**src/rtl/tcam_loader.sv**
```systemverilog
// Streams table entries into a TCAM: flushes the array on start, then writes one
// accepted entry per cycle until the last entry arrives or the table overflows.
module tcam_loader #(
    parameter int Bits        = 8,
    parameter int Words       = 16,
    parameter int AddressSize = 4,
    parameter int FlushCycles = 2
) (
    input  logic                   clk,
    input  logic                   rst_n,
    input  logic                   start,
    input  logic                   ent_valid,
    output logic                   ent_ready,
    input  logic [Bits-1:0]        ent_data,
    input  logic [Bits-1:0]        ent_mask,
    input  logic                   ent_last,
    output logic                   CS,
    output logic                   FLUSH,
    output logic                   VBE,
    output logic                   DCS,
    output logic                   WR,
    output logic                   VBI,
    output logic [Bits-1:0]        Data_In,
    output logic [Bits-1:0]        Mask_In,
    output logic [AddressSize-1:0] Addr_In,
    output logic                   busy,
    output logic                   done,
    output logic                   err,
    output logic [AddressSize:0]   count
);

    localparam int FCW = (FlushCycles > 1) ? $clog2(FlushCycles) : 1;
    localparam logic [FCW-1:0]       FLUSH_LAST = FCW'(FlushCycles - 1);
    localparam logic [AddressSize:0] LAST_IDX   = (AddressSize + 1)'(Words - 1);
    localparam logic [AddressSize:0] FULL_CNT   = (AddressSize + 1)'(Words);

    typedef enum logic [2:0] {
        S_IDLE,
        S_FLUSHING,
        S_LOAD,
        S_DONE,
        S_ERR
    } state_t;

    state_t                 r_state;
    logic [FCW-1:0]         r_fcnt;
    logic                   r_cs;
    logic                   r_flush;
    logic                   r_wr;
    logic                   r_ent_ready;
    logic                   r_busy;
    logic                   r_done;
    logic                   r_err;
    logic [Bits-1:0]        r_data;
    logic [Bits-1:0]        r_mask;
    logic [AddressSize-1:0] r_addr;
    logic [AddressSize:0]   r_count;

    always_ff @(posedge clk or negedge rst_n) begin
        if (!rst_n) begin
            r_state     <= S_IDLE;
            r_fcnt      <= '0;
            r_cs        <= 1'b0;
            r_flush     <= 1'b0;
            r_wr        <= 1'b0;
            r_ent_ready <= 1'b0;
            r_busy      <= 1'b0;
            r_done      <= 1'b0;
            r_err       <= 1'b0;
            r_data      <= '0;
            r_mask      <= '0;
            r_addr      <= '0;
            r_count     <= '0;
        end else begin
            // Strobes are single-cycle unless a state re-asserts them below.
            r_cs    <= 1'b0;
            r_flush <= 1'b0;
            r_wr    <= 1'b0;
            r_done  <= 1'b0;
            case (r_state)
                S_IDLE, S_ERR: begin
                    if (start) begin
                        r_state <= S_FLUSHING;
                        r_fcnt  <= '0;
                        r_cs    <= 1'b1;
                        r_flush <= 1'b1;
                        r_busy  <= 1'b1;
                        r_err   <= 1'b0;
                        r_count <= '0;
                    end
                end
                S_FLUSHING: begin
                    if (r_fcnt == FLUSH_LAST) begin
                        r_state     <= S_LOAD;
                        r_ent_ready <= 1'b1;
                    end else begin
                        r_fcnt  <= r_fcnt + 1'b1;
                        r_cs    <= 1'b1;
                        r_flush <= 1'b1;
                    end
                end
                S_LOAD: begin
                    if (ent_valid) begin
                        r_cs    <= 1'b1;
                        r_wr    <= 1'b1;
                        r_data  <= ent_data;
                        r_mask  <= ent_mask;
                        r_addr  <= r_count[AddressSize-1:0];
                        r_count <= (r_count == FULL_CNT) ? r_count : r_count + 1'b1;
                        // A last flag on the final slot wins over overflow.
                        if (ent_last) begin
                            r_state     <= S_DONE;
                            r_ent_ready <= 1'b0;
                        end else if (r_count == LAST_IDX) begin
                            r_state     <= S_ERR;
                            r_ent_ready <= 1'b0;
                            r_busy      <= 1'b0;
                            r_err       <= 1'b1;
                        end
                    end
                end
                S_DONE: begin
                    r_state <= S_IDLE;
                    r_busy  <= 1'b0;
                    r_done  <= 1'b1;
                end
                default: begin
                    r_state     <= S_IDLE;
                    r_ent_ready <= 1'b0;
                    r_busy      <= 1'b0;
                end
            endcase
        end
    end

    // DCS, VBE and VBI only ever accompany a write.
    assign CS        = r_cs;
    assign FLUSH     = r_flush;
    assign WR        = r_wr;
    assign DCS       = r_wr;
    assign VBE       = r_wr;
    assign VBI       = r_wr;
    assign ent_ready = r_ent_ready;
    assign Data_In   = r_data;
    assign Mask_In   = r_mask;
    assign Addr_In   = r_addr;
    assign busy      = r_busy;
    assign done      = r_done;
    assign err       = r_err;
    assign count     = r_count;

endmodule

```
**config.mk**
```make
export PLATFORM = sky130hd
export DESIGN_NAME = tcam_loader
export DESIGN_NICKNAME = d
export VERILOG_FILES = /design/src/rtl/tcam_loader.sv
export SDC_FILE = /design/constraint.sdc
export NUM_CORES = 1
export LEC_CHECK = 0
export BUFFER_PORTS_ARGS = -buffer_cell sky130_fd_sc_hd__buf_2
export CORE_ASPECT_RATIO = 0.9
export CORE_UTILIZATION = 49
export DETAILED_ROUTE_END_ITERATION = 10
export GPL_TIMING_DRIVEN = 0
export PLACE_DENSITY = 0.84
export SETUP_SLACK_MARGIN = 0.4
export SYNTH_ARGS = -nofsm -noshare
export SYNTH_HDL_FRONTEND = slang
export SYNTH_SLANG_ARGS = --single-unit
```
**constraint.sdc**
```tcl
create_clock -name clk -period 2.65 [get_ports clk]
set_clock_uncertainty 0.2 [all_clocks]
set_input_delay 0.53 -clock clk [delete_from_list [all_inputs] [get_ports clk]]
set_output_delay 0.53 -clock clk [all_outputs]
set_load 0.02 [all_outputs]
```
==> impl_results.md, run 1 <==
* Htree depth at 2
* CP delay by family, top: simple AND/OR/NAND/NOR gates
* Gpl congestion at about 0.77
* Port bufs at 55
* Crit Reg-Reg Endpoint: ent_ready$_DFFE_PN0P_
* PD cells at around 1100 mW/mm^2
* Hold Buf Count CTS at 0
* Vias per std cell at approximately 4.9
* Post-cts resize count at 0
* Final core utilization at 0.663
* Worst Hold Class: primary input to async pin
* Die width at approximately 63 um
* Largest cells by area after synthesis: dfrtp_1, nand2_1, buf_4
* CP most frequent cell: ha_1
* Crit-path max FO at 5
* Max Cap Viol at 0
* Initial antenna violation count at 0
* Cell with the most instances after synthesis: nand2_1
* Antenna Violating Nets Remaining at 0
* Core box area at about 0.0031 mm^2
* Worst R2R Path Depth at 6
* Share of post-route cells with drive strength above 1 at 0.349
* Worst Path Arrival at approximately 2.1 ns
* Clock Path Buffers at 2
* Die footprint at around 0.0036 mm^2
* Fin nets at around 250
* Post-synth top area share at 0.553
* I/O pins at between 50 and 60
* Final wirelength at 3150 um
* Drt wl/cell at roughly 12 um
* Syn Area/Cell at ~10 um^2
* DR vias at about 1300
* Synth unique cells at 35
* Critical path type: flop to flop
* Crit-path cells: ha_1 -> and3_1 -> ha_1 -> or3b_1 -> a221oi_2 -> a21o_1
* Ant. Diodes at 0
* Die height at about 57 um
* CTS Sinks at 36
* Mapped cell area at between 0.0015 and 0.002 mm^2
* CTS tree: built
* Peak supply drop at about 0.73 mV
* GR Overflow Total at 0
* Final setup viols at 0
* Clock latency reported for the late side of the worst-skew pair at roughly 0.28 ns
* Placed Cells at 263
* Non-Filler Instances at around 270
* CP endpoint: ent_ready$_DFFE_PN0P_
* Main synth FF type: dfrtp_1
* Max incr delay on CP at roughly 0.44 ns
* Critical path buffers and inverters at 0
* TritonCTS Buffers at 5
* FF+latch count, synth at 36
* FFs w/ async S/R, synth at 1.00
* Vias in the first global route at 1202
* Starting DRT DRC Count at 74
* DRC at 0
* Most frequent cells after synthesis: nand2_1, dfrtp_1, inv_1
* Startpoint Class: flop
* Post-CTS setup buffer count at 0
* Final slew viol count at 0
* Row count at 19
* Slew headroom at 0.499
* Flop2flop setup slack at ~0.56 ns
* Worst-Margin Slew at 0.752 ns
* Yosys top cell by area: dfrtp_1
* Largest net degree at the start of global routing at 37
* Critical path launch point: count[0]$_DFFE_PN0P_
* CP required at around 2.7 ns
* Syn nets at 190
* FMAX at approximately 0.48 GHz
* Leakage at 1.17 nW
* RSZ-0062 raised after global routing: false
* P&R area growth vs syn at 26.7%
* Critical Path End Type: flop
* Final hold vios at 0
* Worst reg2reg startpoint: count[0]$_DFFE_PN0P_
* YS warnings at 0
* Clk root buf: clkbuf_8
* Status: complete, no violations
* Seq/Total Area, Yosys at 0.553
* EDFF count, synth at 0
* Initial Util at 0.524
* Period minus WS final at ~2.1 ns
* Clk slew on worst S/H paths at roughly 0.07 ns
* TritonRoute pass-1 iters at 4
* CP max-delay cell: dfrtp_1
* First-pass GRT wire length at 5350 um
* Stages on worst setup path at 6
* Post-DP HPWL at about 2300 um
* Fin crit share at 0.787
* Total power at approximately 2.3 mW
* Minimum hold slack at between 0.1 and 0.15 ns
* Cell count after synthesis at 166
* Gr usage total at 0.197
* Fin Setup TNS at 0 ns
-- layer usage --
metal  up-vias  part of all wire  GRT usage  wire length [um]
met3         7             0.058     0.0569               183
met1       616              0.47      0.265              1460
met4         0             0.016      0.103                51
met2        47              0.46      0.289              1450
li1        661                 -          -                 -
met5         -                 0          0                 0
-- cells in the final DEF (no fill, tap or decap), types with 2 or more instances in the layout --
cell type and n:
clkbuf_8 5, buf_2 58, nor2b_1 2, or3b_1 2
nand3b_1 3, a21o_1 2, nor3b_2 2, inv_1 9
nor2_1 6, a22o_1 2, a21oi_1 2, dfrtp_1 36
and3_1 2, ha_1 3, nand2_1 59, o21ai_1 3
buf_4 6, o21ai_0 5, buf_6 2
-- report_power, final --
group          internal (mW)  total, mW  switching [mW]
combinational          0.383       1.00           0.619
sequential             0.753      0.883           0.130
clock                  0.279      0.459           0.181
total                   1.41       2.34           0.929
-- worst min path at each step --
| stage | depth (start not counted) | slack [ns] | end | start |
|---|---|---|---|---|
| after floorplan | 0 | 0.03 | Addr_In[0]$_DFFE_PN0P_ | rst_n |
| after global placement | 2 | 0.25 | Addr_In[3]$_DFFE_PN0P_ | Addr_In[3]$_DFFE_PN0P_ |
| after detailed placement | 2 | 0.26 | Mask_In[7]$_DFFE_PN0P_ | Mask_In[7]$_DFFE_PN0P_ |
| after CTS | 1 | 0.14 | FLUSH$_DFF_PN0_ | rst_n |
| after global routing | 1 | 0.17 | ent_ready$_DFFE_PN0P_ | rst_n |
| final | 1 | 0.11 | busy$_DFFE_PN0P_ | rst_n |
-- final cells by class --
class | instances | area [um^2]
buffer | 11 | 82.6
clock buffer | 6 | 72.6
clock inverter | 2 | 35.0
fill | 243 | 1050
inverter | 10 | 42.5
multi-input combinational | 109 | 604
sequential | 36 | 901
tap | 42 | 52.6
timing repair buffer | 55 | 275
-- registers in the layout, summed over array words and instances, names as in the netlist, 3 cells and up --
register and cells:
r_state 3, Data_In 8, Mask_In 8, count 5
Addr_In 4
-- per-stage QoR --
stage	cell area (um^2)	setup WS (ns)
final	2070	0.564
after global routing	2070	0.504
after CTS	2070	0.562
after detailed placement	1960	0.586
after global placement	1960	0.584
after floorplan	1630	0.580
-- cell families after synthesis --
family | share of synthesized area
AO/OA/AOI/OAI | 0.0975
adder cells (fa/ha/maj) | 0.0230
buffers and inverters | 0.0767
flip-flops | 0.553
multiplexers | 0.0153
AND/OR/NAND/NOR | 0.235
Note: power is estimated with default switching activity, not from simulation.
==> run 2, diff against run 1 <==
Settings changed: CORE_UTILIZATION 49 to 44, PLACE_DENSITY 0.84 to 0.8.
Clock period 2.65 ns to 1.89 ns, I/O delays scaled along.
==> impl_results.md, run 2 (synthesis gave the netlist of run 1 again) <==
* Status: complete, but fails checks
* Violated checks: hold timing, setup timing
* Port bufs at 55
* DRC at 0
* Slew headroom at 0.473
* Most frequent cells in the layout: nand2_1, buf_2, dfrtp_1, buf_6, buf_4
* CP most frequent cell: ha_4
* Share of post-route cells with drive strength above 1 at 0.498
* Layout fillers at approximately 240
* Startpoint Class: flop
* Ant. Diodes at 0
* Core box area at 0.00345 mm^2
* Fin Setup TNS at -0.0150 ns
* I/O pins at 56
* Final setup viols at 1
* Final slew viol count at 0
* GR Util met3 at 0.0592
* Crit-path cells: ha_4 -> and3_4 -> ha_4 -> or3b_4 -> a221oi_2 -> a21o_1
* Vias in the first global route at 1352
* Fin crit share at 1.01
* Clk root buf: clkbuf_8
* Initial antenna violation count at 0
* Max Cap Viol at 0
* Gr busiest metal: met2
* Final instance area at roughly 0.0024 mm^2
* First-pass GRT wire length at slightly above 6000 um
* Worst-Margin Slew at 0.790 ns
* Initial Util at 0.472
* Leakage at 1.27 nW
* DR vias at 1442
* RSZ-0062 raised after global routing: true
* FMAX at roughly 0.52 GHz
* Worst reg2reg startpoint: count[1]$_DFFE_PN0P_
* TritonRoute pass-1 iters at 4
* Most common cell after layout, fill and taps aside: nand2_1
* Clk slew on worst S/H paths at roughly 0.070 ns
* Minimum hold slack at -0.0310 ns
* Final hold vios at 36
* Htree depth at 2
* Seq. cell area at around 900 um^2
* Drt wl/cell at between 10 and 15 um
* CTS tree: built
* Final wirelength at ~3900 um
* Gpl congestion at 0.785
* GR Layer Usage met1 at 0.274
* Final setup slack of the worst path at -0.0150 ns
* Critical path type: flop to flop
* Clock Path Buffers at 2
* Largest net degree at the start of global routing at 37
* CTS Sinks at 36
* CP max-delay cell: dfrtp_2
* Clock latency reported for the late side of the worst-skew pair at 0.29 ns
* Worst Path Arrival at between 1.5 and 2 ns
* Peak supply drop at between 0.6 and 0.7 mV
* Multi-input gate area at ~740 um^2
* Die height at 59.7 um
* Crit-path max FO at 2
* Global Route met2 Usage at 0.329
* CP required at around 1.9 ns
* Die footprint at around 0.0040 mm^2
* Critical Path End Type: flop
* P&R area growth vs syn at 49.9%
* Post-DP HPWL at 2290 um
* Vias per std cell at 5.06
* Worst Hold Class: primary input to async pin
* PD cells at roughly 1500 mW/mm^2
* Dpl cell area at 0.00200 mm^2
* Fin nets at 264
* Antenna Violating Nets Remaining at 0
* TritonCTS Buffers at 5
* Period minus WS final at ~1.9 ns
* Max incr delay on CP at approximately 0.43 ns
* Row count at 20
* Gr usage total at 0.213
* Total power at approximately 3.7 mW
* Starting DRT DRC Count at 65
* GR Overflow Total at 0
* Critical path launch point: count[1]$_DFFE_PN0P_
* Die width at between 60 and 70 um
## run 2: worst max-delay path: cells and delay by family (launching register included)
kind | cells | cell delay (ns)
adders and majority gates | 2 | 0.32
DFF | 1 | 0.43
and+or+nand+nor | 2 | 0.55
AOI/OAI and AO/OA | 2 | 0.35
## run 2: layer usage
metal | vias to the layer above | wire length [um]
li1 | 691 | -
met1 | 700 | 1790
met2 | 47 | 1770
met3 | 4 | 247
met4 | 0 | 49
met5 | - | 0
## run 2: power breakdown
group	switching (mW)	total, mW	internal (mW)
registers	0.192	1.26	1.06
logic	1.03	1.82	0.794
clock network	0.267	0.658	0.391
## run 2: stage by stage
step                       util  setup WS, ns  instances
after floorplan               -       -0.0496        166
after global placement    0.578       -0.0525        265
after detailed placement  0.578       -0.0746        265
after CTS                 0.667       -0.0461        284
after global routing      0.708       -0.0638        285
final                     0.708       -0.0150        285
## run 2: layout make-up
class / count / area share
Clock buffer: 6 / 0.0297
Tap cell: 44 / 0.0225
Timing Repair Buffer: 67 / 0.183
Clock inverter: 2 / 0.0143
Buffer: 11 / 0.0527
Sequential cell: 36 / 0.372
Inverter: 10 / 0.0215
Multi-Input combinational cell: 109 / 0.304
## run 2: worst paths after layout
kind,depth (start not counted),slack (ns),endpoint
worst max-delay path,6,-0.02,ent_ready$_DFFE_PN0P_
worst min-delay path,1,-0.03,Data_In[5]$_DFFE_PN0P_
worst max register to register,6,-0.02,ent_ready$_DFFE_PN0P_
worst min register to register,2,0.27,Mask_In[5]$_DFFE_PN0P_
max in group asynchronous,1,0.97,r_state[1]$_DFFE_PN0P_
min in group clk,3,0.08,Mask_In[7]$_DFFE_PN0P_
## run 2: repair_timing
action                                 in CTS  in global routing
setup endpoints to repair                  35                 39
buffers inserted                           10                  1
gates cloned                                1                  0
pin swaps                                   5                  7
endpoints found under the hold margin      36                  0
gates resized for setup                    31                 35
==> run 3, diff against run 2 <==
Settings changed: ABC_AREA set to 1, CORE_UTILIZATION 44 to 45, PLACE_DENSITY 0.8 to 0.81.
==> impl_results.md, run 3 <==
* Status: complete, but fails checks
* Violated checks: hold timing
* Gpl congestion at between 0.8 and 0.9
* Worst reg2reg startpoint: count[0]$_DFFE_PN0P_
* RSZ-0062 raised after global routing: true
* Period minus WS final at about 1.6 ns
* Starting DRT DRC Count at approximately 110
* Seq/Total Area, Yosys at 0.541
* FF+latch count, synth at 36
* Leakage at about 1.5 nW
* Clk slew on worst S/H paths at around 0.07 ns
* Critical path type: flop to flop
* Clk root buf: clkbuf_8
* PD cells at 1470 mW/mm^2
* Fin nets at about 310
* DRC at 0
* CTS Sinks at 36
* CP most frequent cell: nand2_1
* Crit-path cells: buf_6 -> inv_4 -> ha_4 -> nand2_2 -> inv_1 -> nand2_1 -> nor2_2 -> nor2_4 -> nand2_4 -> nand2_1 -> nand2_1
* Final wirelength at 4260 um
* DR vias at ~1600
* Htree depth at 2
* Fin crit share at 0.871
* Max incr delay on CP at about 0.4 ns
* CTS tree: built
* TritonCTS Buffers at 5
* FFs w/ async S/R, synth at 1.00
* Worst Hold Class: primary input to async pin
* EDFF count, synth at 0
* Crit-path max FO at 6
* Crit Reg-Reg Endpoint: count[2]$_DFFE_PN0P_
* Yosys top cell by area: dfrtp_1
* Drt wl/cell at approximately 13 um
* First-pass GRT wire length at 5830 um
* Gr usage total at 0.202
* Post-synth top area share at 0.541
* Final hold vios at 36
* Final slew viol count at 0
* Row count at 20
* Post-DP HPWL at roughly 2400 um
* Die footprint at roughly 0.004 mm^2
* Peak supply drop at roughly 0.85 mV
* GR Overflow Total at 0
* Worst R2R Path Depth at 11
* Syn Area/Cell at ~8.3 um^2
* Clock Path Buffers at 2
* Vias per std cell at 4.91
* Die height at around 60 um
* Clock latency reported for the late side of the worst-skew pair at between 0.2 and 0.3 ns
* TritonRoute pass-1 iters at 5
* Most common cell after layout, fill and taps aside: nand2_1
* Critical path buffers and inverters at 3
* Mapped cell area at 0.00167 mm^2
* Initial antenna violation count at 0
* Final setup slack of the worst path at around 0.24 ns
* Ant. Diodes at 0
* Vias in the first global route at ~1400
* Final core utilization at 0.752
* Most frequent cells after synthesis: nand2_1, dfrtp_1, nor2_1
* YS warnings at 0
* P&R area growth vs syn at 55.9%
* Critical path launch point: count[0]$_DFFE_PN0P_
* Cell count after synthesis at 200
* Flop2flop setup slack at roughly 0.24 ns
* Main synth FF type: dfrtp_1
* Startpoint Class: flop
* Max Cap Viol at 0
* I/O pins at 56
* Antenna Violating Nets Remaining at 0
* Final setup viols at 0
* Port bufs at between 50 and 60
* CP delay by family, top: simple AND/OR/NAND/NOR gates
* Worst Path Arrival at between 1.5 and 2 ns
* Initial Util at 0.482
* CP required at between 1.5 and 2 ns
* Fin Setup TNS at 0 ns
* CP max-delay cell: dfrtp_2
* Largest cells by area after synthesis: dfrtp_1, nand2_1, nand3_1
* Slew headroom at 0.485
* Worst-Margin Slew at between 0.7 and 0.8 ns
* Critical Path End Type: flop
* FMAX at 0.608 GHz
* Place WS at 0.183 ns
* Cell with the most instances after synthesis: nand2_1
* Synth unique cells at 21
* Die width at roughly 66 um
* Minimum hold slack at -0.0409 ns
* Most frequent cells in the layout: nand2_1, buf_2, dfrtp_1, nand2_2, buf_4
* Share of post-route cells with drive strength above 1 at 0.516
* Core box area at roughly 0.0035 mm^2
* Largest net degree at the start of global routing at 37
* Syn nets at between 200 and 250
==> run 3: logic make-up after synthesis <==
family	share of synthesized area
flops	0.541
fa+ha+maj	0.0225
simple gates	0.331
buf+inv	0.0811
compound gates	0.0240
==> run 3: layout make-up <==
class	count	area [um^2]
flip-flops and latches	36	907
fillers	242	857
repair inverters	1	8.76
well taps	44	55.1
plain buffers	6	78.8
clock buffers	7	96.3
multi-input cells	139	791
inverters	19	91.3
repair buffers	79	568
==> run 3: worst reg2reg max path, cell delays in order, from the launching register on <==
cell and delay [ns]:
dfrtp_2 0.41, buf_6 0.12, inv_4 0.03, ha_4 0.14, nand2_2 0.06, inv_1 0.04
nand2_1 0.07, nor2_2 0.06, nor2_4 0.19, nand2_4 0.11, nand2_1 0.07, nand2_1 0.05
==> run 3: what timing repair did <==
action	CTS	global route
setup endpoints to repair	25	36
pin swaps	4	17
endpoints found under the hold margin	36	0
cloned	0	4
gates resized for setup	18	56
buffers inserted	6	15
==> run 3: how the worst max path moves through the flow <==
stage	end	cells past startpoint
final	count[2]$_DFFE_PN0P_	11
after global routing	count[1]$_DFFE_PN0P_	11
after CTS	r_state[0]$_DFFE_PN0P_	10
after detailed placement	r_state[0]$_DFFE_PN0P_	10
after global placement	r_state[0]$_DFFE_PN0P_	10
after floorplan	r_state[0]$_DFFE_PN0P_	10
==> run 3: per-stage QoR <==
step,hold WS [ns],power (mW),std cells,instance area [um^2]
after CTS,-0.00894,3.42,312,2220
final,-0.0409,3.80,331,2600
after global routing,0.0256,4.05,331,2600
after global placement,0.253,2.67,299,2020
after floorplan,-0.118,2.26,200,1690
after detailed placement,0.257,2.72,299,2020
==> run 3: power breakdown <==
part           switching (mW)  leakage, nW  internal [mW]
Sequential              0.196        0.456           1.05
Combinational            1.16        0.950          0.803
Clock                   0.266       0.0503          0.324
==> run 3: per-layer routing <==
layer | global-route usage | wire length, um | up-vias
met3 | 0.0496 | 255 | 8
li1 | - | - | 790
met2 | 0.343 | 2150 | 54
met5 | 0 | 0 | -
met1 | 0.240 | 1780 | 772
met4 | 0.100 | 66 | 0
